<file path="src/rtl/dm_port_arbiter.sv">
// dm_port_arbiter: shares one synchronous-read, byte-write RAM port between
// instruction fetch (IF, read-only) and the memory stage (MEM, load/store).
//
// MEM has fixed priority. After StarveLimit consecutive denied IF cycles,
// IF wins the next contention. Read data returns one cycle after the grant,
// steered to whichever requester owns the read.
//
// Ports:
//   clk_i, rst_ni                      clock, async active-low reset
//   if_req_i/if_addr_i                 IF read request and word address
//   if_gnt_o/if_rvalid_o/if_rdata_o    IF grant and read response
//   mem_req_i/mem_wen_i/mem_addr_i/
//   mem_wdata_i                        MEM request (wen == 0 means load)
//   mem_gnt_o/mem_rvalid_o/mem_rdata_o MEM grant and load response
//   ram_en_o/ram_wen_o/ram_addr_o/
//   ram_wdata_o/ram_rdata_i            shared RAM port
//   conflict_cnt_o                     cycles with both requests high
module dm_port_arbiter #(
  parameter int unsigned StarveLimit = 4
) (
  input  logic        clk_i,
  input  logic        rst_ni,
  input  logic        if_req_i,
  input  logic [31:0] if_addr_i,
  output logic        if_gnt_o,
  output logic        if_rvalid_o,
  output logic [31:0] if_rdata_o,
  input  logic        mem_req_i,
  input  logic [3:0]  mem_wen_i,
  input  logic [31:0] mem_addr_i,
  input  logic [31:0] mem_wdata_i,
  output logic        mem_gnt_o,
  output logic        mem_rvalid_o,
  output logic [31:0] mem_rdata_o,
  output logic        ram_en_o,
  output logic [3:0]  ram_wen_o,
  output logic [31:0] ram_addr_o,
  output logic [31:0] ram_wdata_o,
  input  logic [31:0] ram_rdata_i,
  output logic [31:0] conflict_cnt_o
);

  localparam logic [3:0] Limit = 4'(StarveLimit);

  typedef enum logic [1:0] {OwnNone, OwnIf, OwnMem} owner_e;

  owner_e      rd_owner_q, rd_owner_d;
  logic [3:0]  starve_q, starve_d;
  logic [31:0] conflict_q, conflict_d;
  logic        starve_hit;
  logic        if_gnt, mem_gnt;

  assign starve_hit = (starve_q == Limit);

  // Grants are gated by reset so nothing reaches the RAM while held in reset.
  always_comb begin
    if_gnt  = rst_ni & if_req_i & (~mem_req_i | starve_hit);
    mem_gnt = rst_ni & mem_req_i & ~if_gnt;
  end

  always_comb begin
    starve_d = starve_q;
    if (!if_req_i || if_gnt) begin
      starve_d = 4'd0;
    end else if (starve_q < Limit) begin
      starve_d = starve_q + 4'd1;
    end
  end

  always_comb begin
    rd_owner_d = OwnNone;
    if (if_gnt) begin
      rd_owner_d = OwnIf;
    end else if (mem_gnt && (mem_wen_i == 4'b0000)) begin
      rd_owner_d = OwnMem;
    end
  end

  assign conflict_d = (if_req_i && mem_req_i) ? conflict_q + 32'd1 : conflict_q;

  always_ff @(posedge clk_i or negedge rst_ni) begin
    if (!rst_ni) begin
      rd_owner_q <= OwnNone;
      starve_q   <= 4'd0;
      conflict_q <= 32'd0;
    end else begin
      rd_owner_q <= rd_owner_d;
      starve_q   <= starve_d;
      conflict_q <= conflict_d;
    end
  end

  always_comb begin
    ram_en_o    = if_gnt | mem_gnt;
    ram_addr_o  = 32'd0;
    ram_wen_o   = 4'b0000;
    ram_wdata_o = 32'd0;
    if (if_gnt) begin
      ram_addr_o = if_addr_i;
    end else if (mem_gnt) begin
      ram_addr_o  = mem_addr_i;
      ram_wen_o   = mem_wen_i;
      ram_wdata_o = mem_wdata_i;
    end
  end

  assign if_gnt_o       = if_gnt;
  assign mem_gnt_o      = mem_gnt;
  assign if_rvalid_o    = (rd_owner_q == OwnIf);
  assign mem_rvalid_o   = (rd_owner_q == OwnMem);
  assign if_rdata_o     = if_rvalid_o ? ram_rdata_i : 32'd0;
  assign mem_rdata_o    = mem_rvalid_o ? ram_rdata_i : 32'd0;
  assign conflict_cnt_o = conflict_q;

endmodule

</file>
<file path="config.mk">
export PLATFORM = sky130hd
export DESIGN_NAME = dm_port_arbiter
export DESIGN_NICKNAME = d
export VERILOG_FILES = /design/src/rtl/dm_port_arbiter.sv
export SDC_FILE = /design/constraint.sdc
export NUM_CORES = 1
export LEC_CHECK = 0
export ABC_AREA = 1
export BUFFER_PORTS_ARGS = -buffer_cell sky130_fd_sc_hd__buf_2
export CORE_AREA = 5 5 114 116
export DETAILED_ROUTE_END_ITERATION = 12
export DIE_AREA = 0 0 119 121
export GPL_ROUTABILITY_DRIVEN = 1
export GPL_TIMING_DRIVEN = 0
export PLACE_DENSITY = 0.65
export SETUP_SLACK_MARGIN = 0.1
export SLEW_MARGIN = 20
export SYNTH_ARGS = -nofsm -noshare
export SYNTH_HDL_FRONTEND = slang
export SYNTH_SLANG_ARGS = --single-unit
</file>
<file path="constraint.sdc">
create_clock -name clk_i -period 1.8 [get_ports clk_i]
set_input_delay 0.09 -clock clk_i [delete_from_list [all_inputs] [get_ports clk_i]]
set_output_delay 0.09 -clock clk_i [all_outputs]
set_load 0.1 [all_outputs]
</file>
==> out/qor.txt, run 1 <==
RSZ-0062 raised after global routing -> yes
Worst r2r src -> starve_q[1]$_DFFE_PN0P_
Crit-path max FO -> 6
Vias per cell -> 4.88
Routed Antenna Nets -> 0
Gp weighted congestion -> 0.841
Cell Chain, Critical Path -> inv_2, ha_4, inv_4, o31ai_4, buf_6, nand2_8, nand2_8, buf_12, buf_12, buf_12, nor2_4, buf_12
DP HPWL -> 13,100 um
Gr usage total -> 24.9%
Arrival time worst endpoint -> 2010 ps
Area occupied by registers -> 990 um2
Clock slew at reported path FFs -> 60 ps
Iter 0 DRT Violations -> 261
CTS Buf Count -> 5
Max Cap Viol -> 0
Clock Sinks -> 38
Initial Util -> 27.1%
Most frequent cells in the layout -> buf_2, inv_1, buf_12
Static leakage -> 3.99 nW
Worst EP required -> 1710 ps
Rel. slew slack -> 58.3%
Final Max Slew Viols -> 0
Cell area power density -> 587 mW/mm2
Gate Count Post-Synth -> 550
Nets -> 1,034
FP Rows -> 40
Synthesized cell area -> 0.00320 mm2
Die ar. -> 0.0144 mm2
GR Layer Usage met3 -> 10.5%
Status -> complete, but fails checks
Sequential cell area fraction in the yosys report -> 29.7%
Slew @ Worst Pin -> 626 ps
Die W -> 119 um
Post-placement worst setup slack -> -742 ps
I/O Pins -> 305
WL/cell -> 19.6 um
Crit. Startpoint -> starve_q[1]$_DFFE_PN0P_
Core area -> 0.0118 mm2
GRT met1 Usage -> 26.0%
Clock Latency Late Sink -> 280 ps
FILL cells -> 830
PortBufs -> 304
Endpoints failing setup -> 70
Most common cell after layout, fill and taps aside -> buf_2
Crit path time final -> 2100 ps
Setup CP Type -> reg2out
Yosys cell types -> 22
Final Hold Viols -> 0
First-pass DRT Iterations -> 5
Clock root buffer -> clkbuf_16
Critical-path top delay cell -> dfrtp_1
Antenna violations before repair -> 8
Area Growth Syn to Fin -> 160%
GRT busiest layer -> met2
Critical path launch point type -> flip-flop
Post-Syn Nets -> 689
Worst Slack Setup Final -> -297 ps
Clk_skew -> 5.46 ps
Max clock buf depth -> 2
Yosys warning count -> 0
Failing checks -> setup timing
Post-route cell area -> 0.00834 mm2
Setup TNS -> -16,370 ps
Largest net degree at the start of global routing -> 41
Gr ovfl total -> 0
Met2 Usage GRT -> 43.9%
Multi-input logic area -> 0.00308 mm2
Final period utilization -> 117%
Total wire length -> 20,500 um
Placed cell area -> 0.00581 mm2
Crit end category -> output port
Global-route wire length before repair -> 28,300 um
Die height -> 121 um
Worst Hold Launch -> mem_wen_i[2]
Number of global-route vias before repair -> 5,117
CP max stage delay -> 390 ps
DRC -> 0
Max H-tree Level -> 2
Syn Area/Cell -> 5.83 um2
Vias -> 5,109
HP Class -> in2reg
Max rail drop VDD -> 477 uV
Crit path top cell by count -> buf_12
Fraction of layout cells with a size suffix above 1 -> 64.1%
Seq cells post-synth -> 38
Fmax -> 0.477 GHz
CTS tree -> yes
## synthesized netlist by cell type
master / instances / share of area, %
a21oi_1: 2 / 0.31
buf_1: 2 / 0.23
buf_2: 1 / 0.16
buf_4: 1 / 0.23
buf_6: 2 / 0.70
clkbuf_1: 16 / 1.9
clkinv_1: 1 / 0.12
dfrtp_1: 38 / 30
ha_1: 3 / 1.2
inv_1: 103 / 12
nand2_1: 111 / 13
nand2_2: 2 / 0.39
nand3_1: 84 / 13
nand3b_1: 2 / 0.47
nand4_1: 10 / 2.0
nor2_1: 143 / 17
nor2_2: 2 / 0.39
nor3_1: 3 / 0.47
o21bai_1: 1 / 0.23
o31ai_4: 1 / 0.66
xnor2_1: 12 / 3.3
xor2_1: 10 / 2.7
## registers in the layout (all words and copies together), names as in the netlist
| signal | count |
|---|---|
| starve_q | 4 |
| conflict_cnt_o | 32 |
| rd_owner_q | 2 |
## per-layer routing
metal / wire length [um] / vias to the layer above
met1: 6600 / 2358
met5: 75 / -
met2: 10600 / 297
met3: 2120 / 81
li1: - / 2363
met4: 1130 / 10
## metrics by stage
step                      cells  hold WS [ps]  power (W)  util [%]
after floorplan             550          -206    0.00288         -
after global placement     1001           272    0.00334      49.2
after detailed placement   1001           272    0.00335      49.2
after CTS                  1037          -198    0.00476      66.3
after global routing       1046           122    0.00508      70.6
final                      1046           108    0.00489      70.6
## layout make-up
| cell class | instances | share of cell area [%] |
|---|---|---|
| antenna | 3 | 0.0900 |
| buffer | 21 | 3.51 |
| clock buffer | 6 | 1.67 |
| clock inverter | 2 | 0.150 |
| inverter | 104 | 4.85 |
| multi-input combinational | 386 | 36.9 |
| sequential | 38 | 11.9 |
| tap | 147 | 2.21 |
| timing repair buffer | 339 | 38.8 |
## logic make-up (layout without fill, tap and decap cells)
logic type,count (synthesis),in the layout,synth area share (%)
xor+xnor,22,22,6.01
other cells,0,3,0
simple gates,357,357,46.5
flops,38,38,29.7
compound gates,4,4,1.21
buf+inv,126,472,15.4
fa+ha+maj,3,3,1.17
## power by group
part,leakage [nW],internal (W),switching [W]
clock,0.0729,0.000548,0.000349
sequential,0.465,0.000961,0.000110
combinational,3.45,0.000859,0.00207
total,3.99,0.00237,0.00253
## repair_timing
item | CTS | global route
resized for setup | 404 | 112
gates cloned | 5 | 1
endpoints found under the setup margin | 104 | 135
endpoints found under the hold margin | 38 | 38
pin swaps | 10 | 19
buffers inserted | 23 | 6
## critical path, delay by kind of cell (launching register included)
family	cells	cell delay (ps)
buffers and inverters	7	790
DFF	1	390
and+or+nand+nor	3	190
AOI/OAI and AO/OA	1	180
adders and majority gates	1	140
## worst paths after layout
path | endpoint | slack [ps] | cells past startpoint
setup reg to reg | starve_q[0]$_DFFE_PN0P_ | 150 | 11
max in group asynchronous | conflict_cnt_o[22]$_DFFE_PN0P_ | 1160 | 3
setup / recovery | ram_wen_o[2] | -300 | 12
hold reg to reg | conflict_cnt_o[9]$_DFFE_PN0P_ | 490 | 1
hold / removal | rd_owner_q[1]$_DFF_PN0_ | 110 | 4
min in group asynchronous | conflict_cnt_o[27]$_DFFE_PN0P_ | 430 | 3
Power figures use the tool's default switching activity.
==> run 2: changes to the inputs <==
--- a/config.mk
+++ b/config.mk
@@ -12,7 +12,7 @@
 export DIE_AREA = 0 0 119 121
 export GPL_ROUTABILITY_DRIVEN = 1
 export GPL_TIMING_DRIVEN = 0
-export PLACE_DENSITY = 0.65
+export PLACE_DENSITY_LB_ADDON = 0.1
 export SETUP_SLACK_MARGIN = 0.1
 export SLEW_MARGIN = 20
 export SYNTH_ARGS = -nofsm -noshare
==> run 2 against run 1 <==
Against the previous run:
- the run still ends with setup timing left
- final area shrank 9.6%
- sequential power is essentially flat
- non-clock buffer count shrank 13
==> out/qor.txt, run 2 (synthesis gave the netlist of run 1 again) <==
Largest net degree at the start of global routing -> 41
Worst EP required -> 1710 ps
GRT busiest layer -> met2
Cell area power density -> 617 mW/mm2
Most common cell after layout, fill and taps aside -> buf_2
Static leakage -> 3.79 nW
Clk_skew -> 3.63 ps
Clock Sinks -> 38
FILL cells -> 1,004
Setup CP Type -> reg2out
CTS tree -> yes
Nets -> 1,021
Hold Path Cell Cnt -> 4
Die W -> 119 um
Crit end category -> output port
RSZ-0062 raised after global routing -> yes
Global-route wire length before repair -> 26,200 um
Post-placement worst setup slack -> -718 ps
Clock root buffer -> clkbuf_16
Most frequent cells in the layout -> buf_2, inv_1, nand2_1
Max clock buf depth -> 2
Fraction of layout cells with a size suffix above 1 -> 58.4%
Rel. slew slack -> 47.9%
Multi-input logic area -> 0.00267 mm2
Vias -> 4,787
Gr usage total -> 22.9%
DRC -> 0
Max H-tree Level -> 2
Final Hold Viols -> 0
Clock slew at reported path FFs -> 60 ps
First-pass DRT Iterations -> 4
Core area -> 0.0118 mm2
Max rail drop VDD -> 439 uV
Die ar. -> 0.0144 mm2
GR Layer Usage met3 -> 8.16%
Crit-path max FO -> 10
Final Max Slew Viols -> 0
DP HPWL -> 14,100 um
Met2 Usage GRT -> 38.3%
GRT met1 Usage -> 28.1%
Total wire length -> 17,800 um
PortBufs -> 304
FP Rows -> 40
Antenna violations before repair -> 0
Final period utilization -> 113%
Vias per cell -> 4.63
End-of-flow core utilization -> 63.8%
Critical path launch point type -> flip-flop
Area occupied by registers -> 990 um2
Iter 0 DRT Violations -> 179
R2r worst-path depth -> 9
Clock Latency Late Sink -> 280 ps
Status -> complete, but fails checks
Crit path time final -> 2030 ps
Number of global-route vias before repair -> 4,734
Worst Slack Setup Final -> -232 ps
Max Cap Viol -> 0
Fmax -> 0.492 GHz
WL/cell -> 17.2 um
Arrival time worst endpoint -> 1940 ps
Gp weighted congestion -> 0.909
Gr ovfl total -> 0
Routed Antenna Nets -> 0
CTS Buf Count -> 5
R2R setup slack -> 210 ps
Failing checks -> setup timing
I/O Pins -> 305
HP Class -> in2reg
Die height -> 121 um
Endpoints failing setup -> 70
Area Growth Syn to Fin -> 135%
Max reg flops -> 32
Slew @ Worst Pin -> 782 ps
Initial Util -> 27.1%
-- run 2: cell count changes in the layout (fill, tap and decap cells not counted), moves of 3 or more --
| cell | delta |
|---|---|
| buf_12 | -18 |
| buf_4 | +17 |
| buf_6 | -7 |
| clkbuf_1 | +5 |
| clkbuf_2 | -4 |
| clkbuf_4 | -7 |
| nand3_1 | +36 |
| nand3_2 | -10 |
| nand3_4 | -26 |
| nor2_1 | +4 |
| nor2_2 | -3 |
-- run 2: repair_timing --
action,4_1_cts,5_1_grt
pin swaps,3,7
hold endpoints to repair,38,38
endpoints found under the setup margin,110,124
setup buffers,12,4
cloned,1,2
gates resized for setup,304,81
-- run 2: worst paths after layout --
kind | start | end
max reg2reg | starve_q[0]$_DFFE_PN0P_ | rd_owner_q[1]$_DFF_PN0_
max in group asynchronous | rst_ni | conflict_cnt_o[0]$_DFFE_PN0P_
min in group asynchronous | rst_ni | conflict_cnt_o[23]$_DFFE_PN0P_
min reg2reg | conflict_cnt_o[9]$_DFFE_PN0P_ | conflict_cnt_o[9]$_DFFE_PN0P_
max | starve_q[0]$_DFFE_PN0P_ | ram_wdata_o[9]
min | mem_wen_i[2] | rd_owner_q[1]$_DFF_PN0_
-- run 2: where the power goes --
| group | switching (W) | leakage (nW) | internal (W) |
|---|---|---|---|
| clock network | 0.000330 | 0.0739 | 0.000549 |
| registers | 0.000109 | 0.465 | 0.000961 |
| logic | 0.00195 | 3.25 | 0.000746 |
-- run 2: critical path, stage by stage, from the launching register on --
cell and delay (ps):
dfrtp_1 390, inv_2 80, ha_4 120, inv_2 40, o31ai_4 280, nand2_4 140, nand2_8 110, buf_8 210
nor2_4 60, buf_4 230
-- run 2: layer usage --
layer | share of wire, % | vias up
met3 | 11 | 34
li1 | - | 2319
met1 | 37 | 2197
met5 | 0 | -
met4 | 2.8 | 0
met2 | 48 | 237
-- run 2: area by class of cell --
cell class	instances	share of cell area [%]
timing repair buffer	325	38.4
multi-input combinational	386	35.4
sequential	38	13.1
inverter	104	5.30
buffer	22	3.32
tap	147	2.44
clock buffer	7	1.89
antenna	3	0.0996
clock inverter	1	0.0664
-- run 2: through the flow --
stage	cells	setup TNS (ps)	area, um2	hold WS, ps	total power, W
global route	1030	-20250	7530	126	0.00484
finish	1033	-13680	7540	109	0.00465
floorplan	550	-11730	4110	-206	0.00288
global placement	1001	-34170	5810	268	0.00334
CTS	1022	-11330	7140	-195	0.00460
detailed placement	1001	-36300	5810	279	0.00336
==> run 3: changes to the inputs <==
--- a/config.mk
+++ b/config.mk
@@ -7,9 +7,9 @@
 export LEC_CHECK = 0
 export ABC_AREA = 1
 export BUFFER_PORTS_ARGS = -buffer_cell sky130_fd_sc_hd__buf_2
-export CORE_AREA = 5 5 114 116
+export CORE_AREA = 2 2 118 120
 export DETAILED_ROUTE_END_ITERATION = 12
-export DIE_AREA = 0 0 119 121
+export DIE_AREA = 0 0 120 122
 export GPL_ROUTABILITY_DRIVEN = 1
 export GPL_TIMING_DRIVEN = 0
 export PLACE_DENSITY_LB_ADDON = 0.1
==> run 3 against run 2 <==
Against the previous run:
- the flow still finishes with violations (setup timing)
- fmax is 1.9% lower
- worst setup slack worse by 39 ps
- final cell count is 3.0% higher
- sequential cell count stayed put
- total power is 0.77% lower
- combinational power hardly changed
- sequential power hardly changed
- global-route usage is 3.0 points lower
- critical path depth is 2 higher
- worst hold slack hardly changed
- clock-buffer cell count stayed put
- sequential share of layout area hardly changed
==> out/qor.txt, run 3 (synthesis gave the netlist of run 1 again) <==
Status -> complete, but fails checks
Failing checks -> setup timing
Antenna cells -> 0
R2r worst-path depth -> 11
Clock Latency Late Sink -> 280 ps
Worst Slack Setup Final -> -270 ps
CTS Buf Count -> 5
Setup CP Type -> reg2out
Slew @ Worst Pin -> 739 ps
Max reg flops -> 32
RSZ-0062 raised after global routing -> yes
Setup TNS -> -14,050 ps
PortBufs -> 304
Final Hold Viols -> 0
HP Class -> in2reg
Gp weighted congestion -> 0.842
Clock root buffer -> clkbuf_16
Static leakage -> 3.77 nW
Global-route wire length before repair -> 23,300 um
Die ar. -> 0.0146 mm2
Final period utilization -> 115%
Final Max Slew Viols -> 0
Max rail drop VDD -> 515 uV
Clk_skew -> 9.43 ps
Die W -> 120 um
Max clock buf depth -> 2
CTS tree -> yes
I/O Pins -> 305
Critical path launch point type -> flip-flop
Hold Path Cell Cnt -> 4
Total wire length -> 15,900 um
Arrival time worst endpoint -> 1980 ps
Number of global-route vias before repair -> 4,525
Rel. slew slack -> 50.8%
Clock slew at reported path FFs -> 60 ps
Worst hold margin -> 109 ps
Crit-path max FO -> 5
Core area -> 0.0135 mm2
Die height -> 122 um
Routed Antenna Nets -> 0
Vias per cell -> 4.43
Area Growth Syn to Fin -> 135%
Crit end category -> output port
Vias -> 4,715
Iter 0 DRT Violations -> 135
Initial Util -> 23.7%
FP Rows -> 43
Clock Sinks -> 38
Endpoints failing setup -> 70
Antenna violations before repair -> 0
Most frequent cells in the layout -> buf_2, inv_1, nand2_1
Gr ovfl total -> 0
DP HPWL -> 12,300 um
Max Cap Viol -> 0
Largest net degree at the start of global routing -> 39
DRC -> 0
Gr usage total -> 19.9%
WL/cell -> 14.9 um
Crit path time final -> 2070 ps
Worst EP required -> 1710 ps
Fmax -> 0.483 GHz
Most common cell after layout, fill and taps aside -> buf_2
Max H-tree Level -> 2
Fraction of layout cells with a size suffix above 1 -> 57.9%
Nets -> 1,022
Cell area power density -> 612 mW/mm2
First-pass DRT Iterations -> 4
-- run 3: cell types whose count changed in the layout (fill, tap and decap cells not counted), sizes merged --
cell	change
buf	-10
diode	-3
clkbuf	+11
clkinvlp	+1
clkinv	-1
-- run 3: critical path, stage by stage, from the launching register on --
cell	delay [ps]
dfrtp_1	380
inv_2	80
ha_4	130
inv_2	40
o31ai_4	260
nand2_4	120
nand2_4	100
buf_12	140
buf_12	110
buf_12	120
nor2_4	40
buf_12	150
-- run 3: what timing repair did --
item                       4_1_cts  5_1_grt
buffers inserted                13        6
pin swaps                        3        0
hold buffers                     2        0
hold endpoints to repair        38        0
cloned                           3        0
gates resized for setup        274      104
setup endpoints to repair      104      139
-- run 3: stage by stage --
step | cell area [um2] | worst slack [ps] | utilization (%) | total power [W] | std cells
CTS | 7110 | -268 | 52.7 | 0.00454 | 1059
detailed placement | 5860 | -740 | 43.4 | 0.00336 | 1034
floorplan | 4110 | -323 | - | 0.00288 | 550
global route | 7540 | -350 | 55.8 | 0.00480 | 1064
global placement | 5860 | -707 | 43.4 | 0.00334 | 1034
finish | 7540 | -270 | 55.8 | 0.00461 | 1064
-- run 3: worst paths after layout --
kind | to | from | slack, ps
max in group asynchronous | conflict_cnt_o[4]$_DFFE_PN0P_ | rst_ni | 1180
setup reg to reg | rd_owner_q[1]$_DFF_PN0_ | starve_q[1]$_DFFE_PN0P_ | 100
hold / removal | rd_owner_q[1]$_DFF_PN0_ | mem_wen_i[2] | 110
hold reg to reg | conflict_cnt_o[9]$_DFFE_PN0P_ | conflict_cnt_o[9]$_DFFE_PN0P_ | 490
setup / recovery | ram_wdata_o[19] | starve_q[1]$_DFFE_PN0P_ | -270
min in group asynchronous | conflict_cnt_o[27]$_DFFE_PN0P_ | rst_ni | 400
-- run 3: final cells by class --
type / instances / area, um2
Tap cell: 180 / 225
Sequential cell: 38 / 990
Buffer: 21 / 248
Clock inverter: 1 / 7.51
Inverter: 104 / 397
Clock buffer: 7 / 133
Fill cell: 1193 / 5970
Multi-Input combinational cell: 386 / 2660
Timing Repair Buffer: 327 / 2880
-- run 3: per-layer routing --
metal / share of wire (%) / vias up / track usage [%]
li1: - / 2322 / -
met2: 52 / 186 / 35.1
met5: 0 / - / 0
met1: 39 / 2189 / 24.2
met3: 7.8 / 18 / 6.32
met4: 1.1 / 0 / 2.65
-- run 3: where the power goes --
group	total (W)	switching (W)	internal, W
logic	0.00267	0.00193	0.000739
clock network	0.000862	0.000347	0.000515
registers	0.00108	0.000119	0.000961
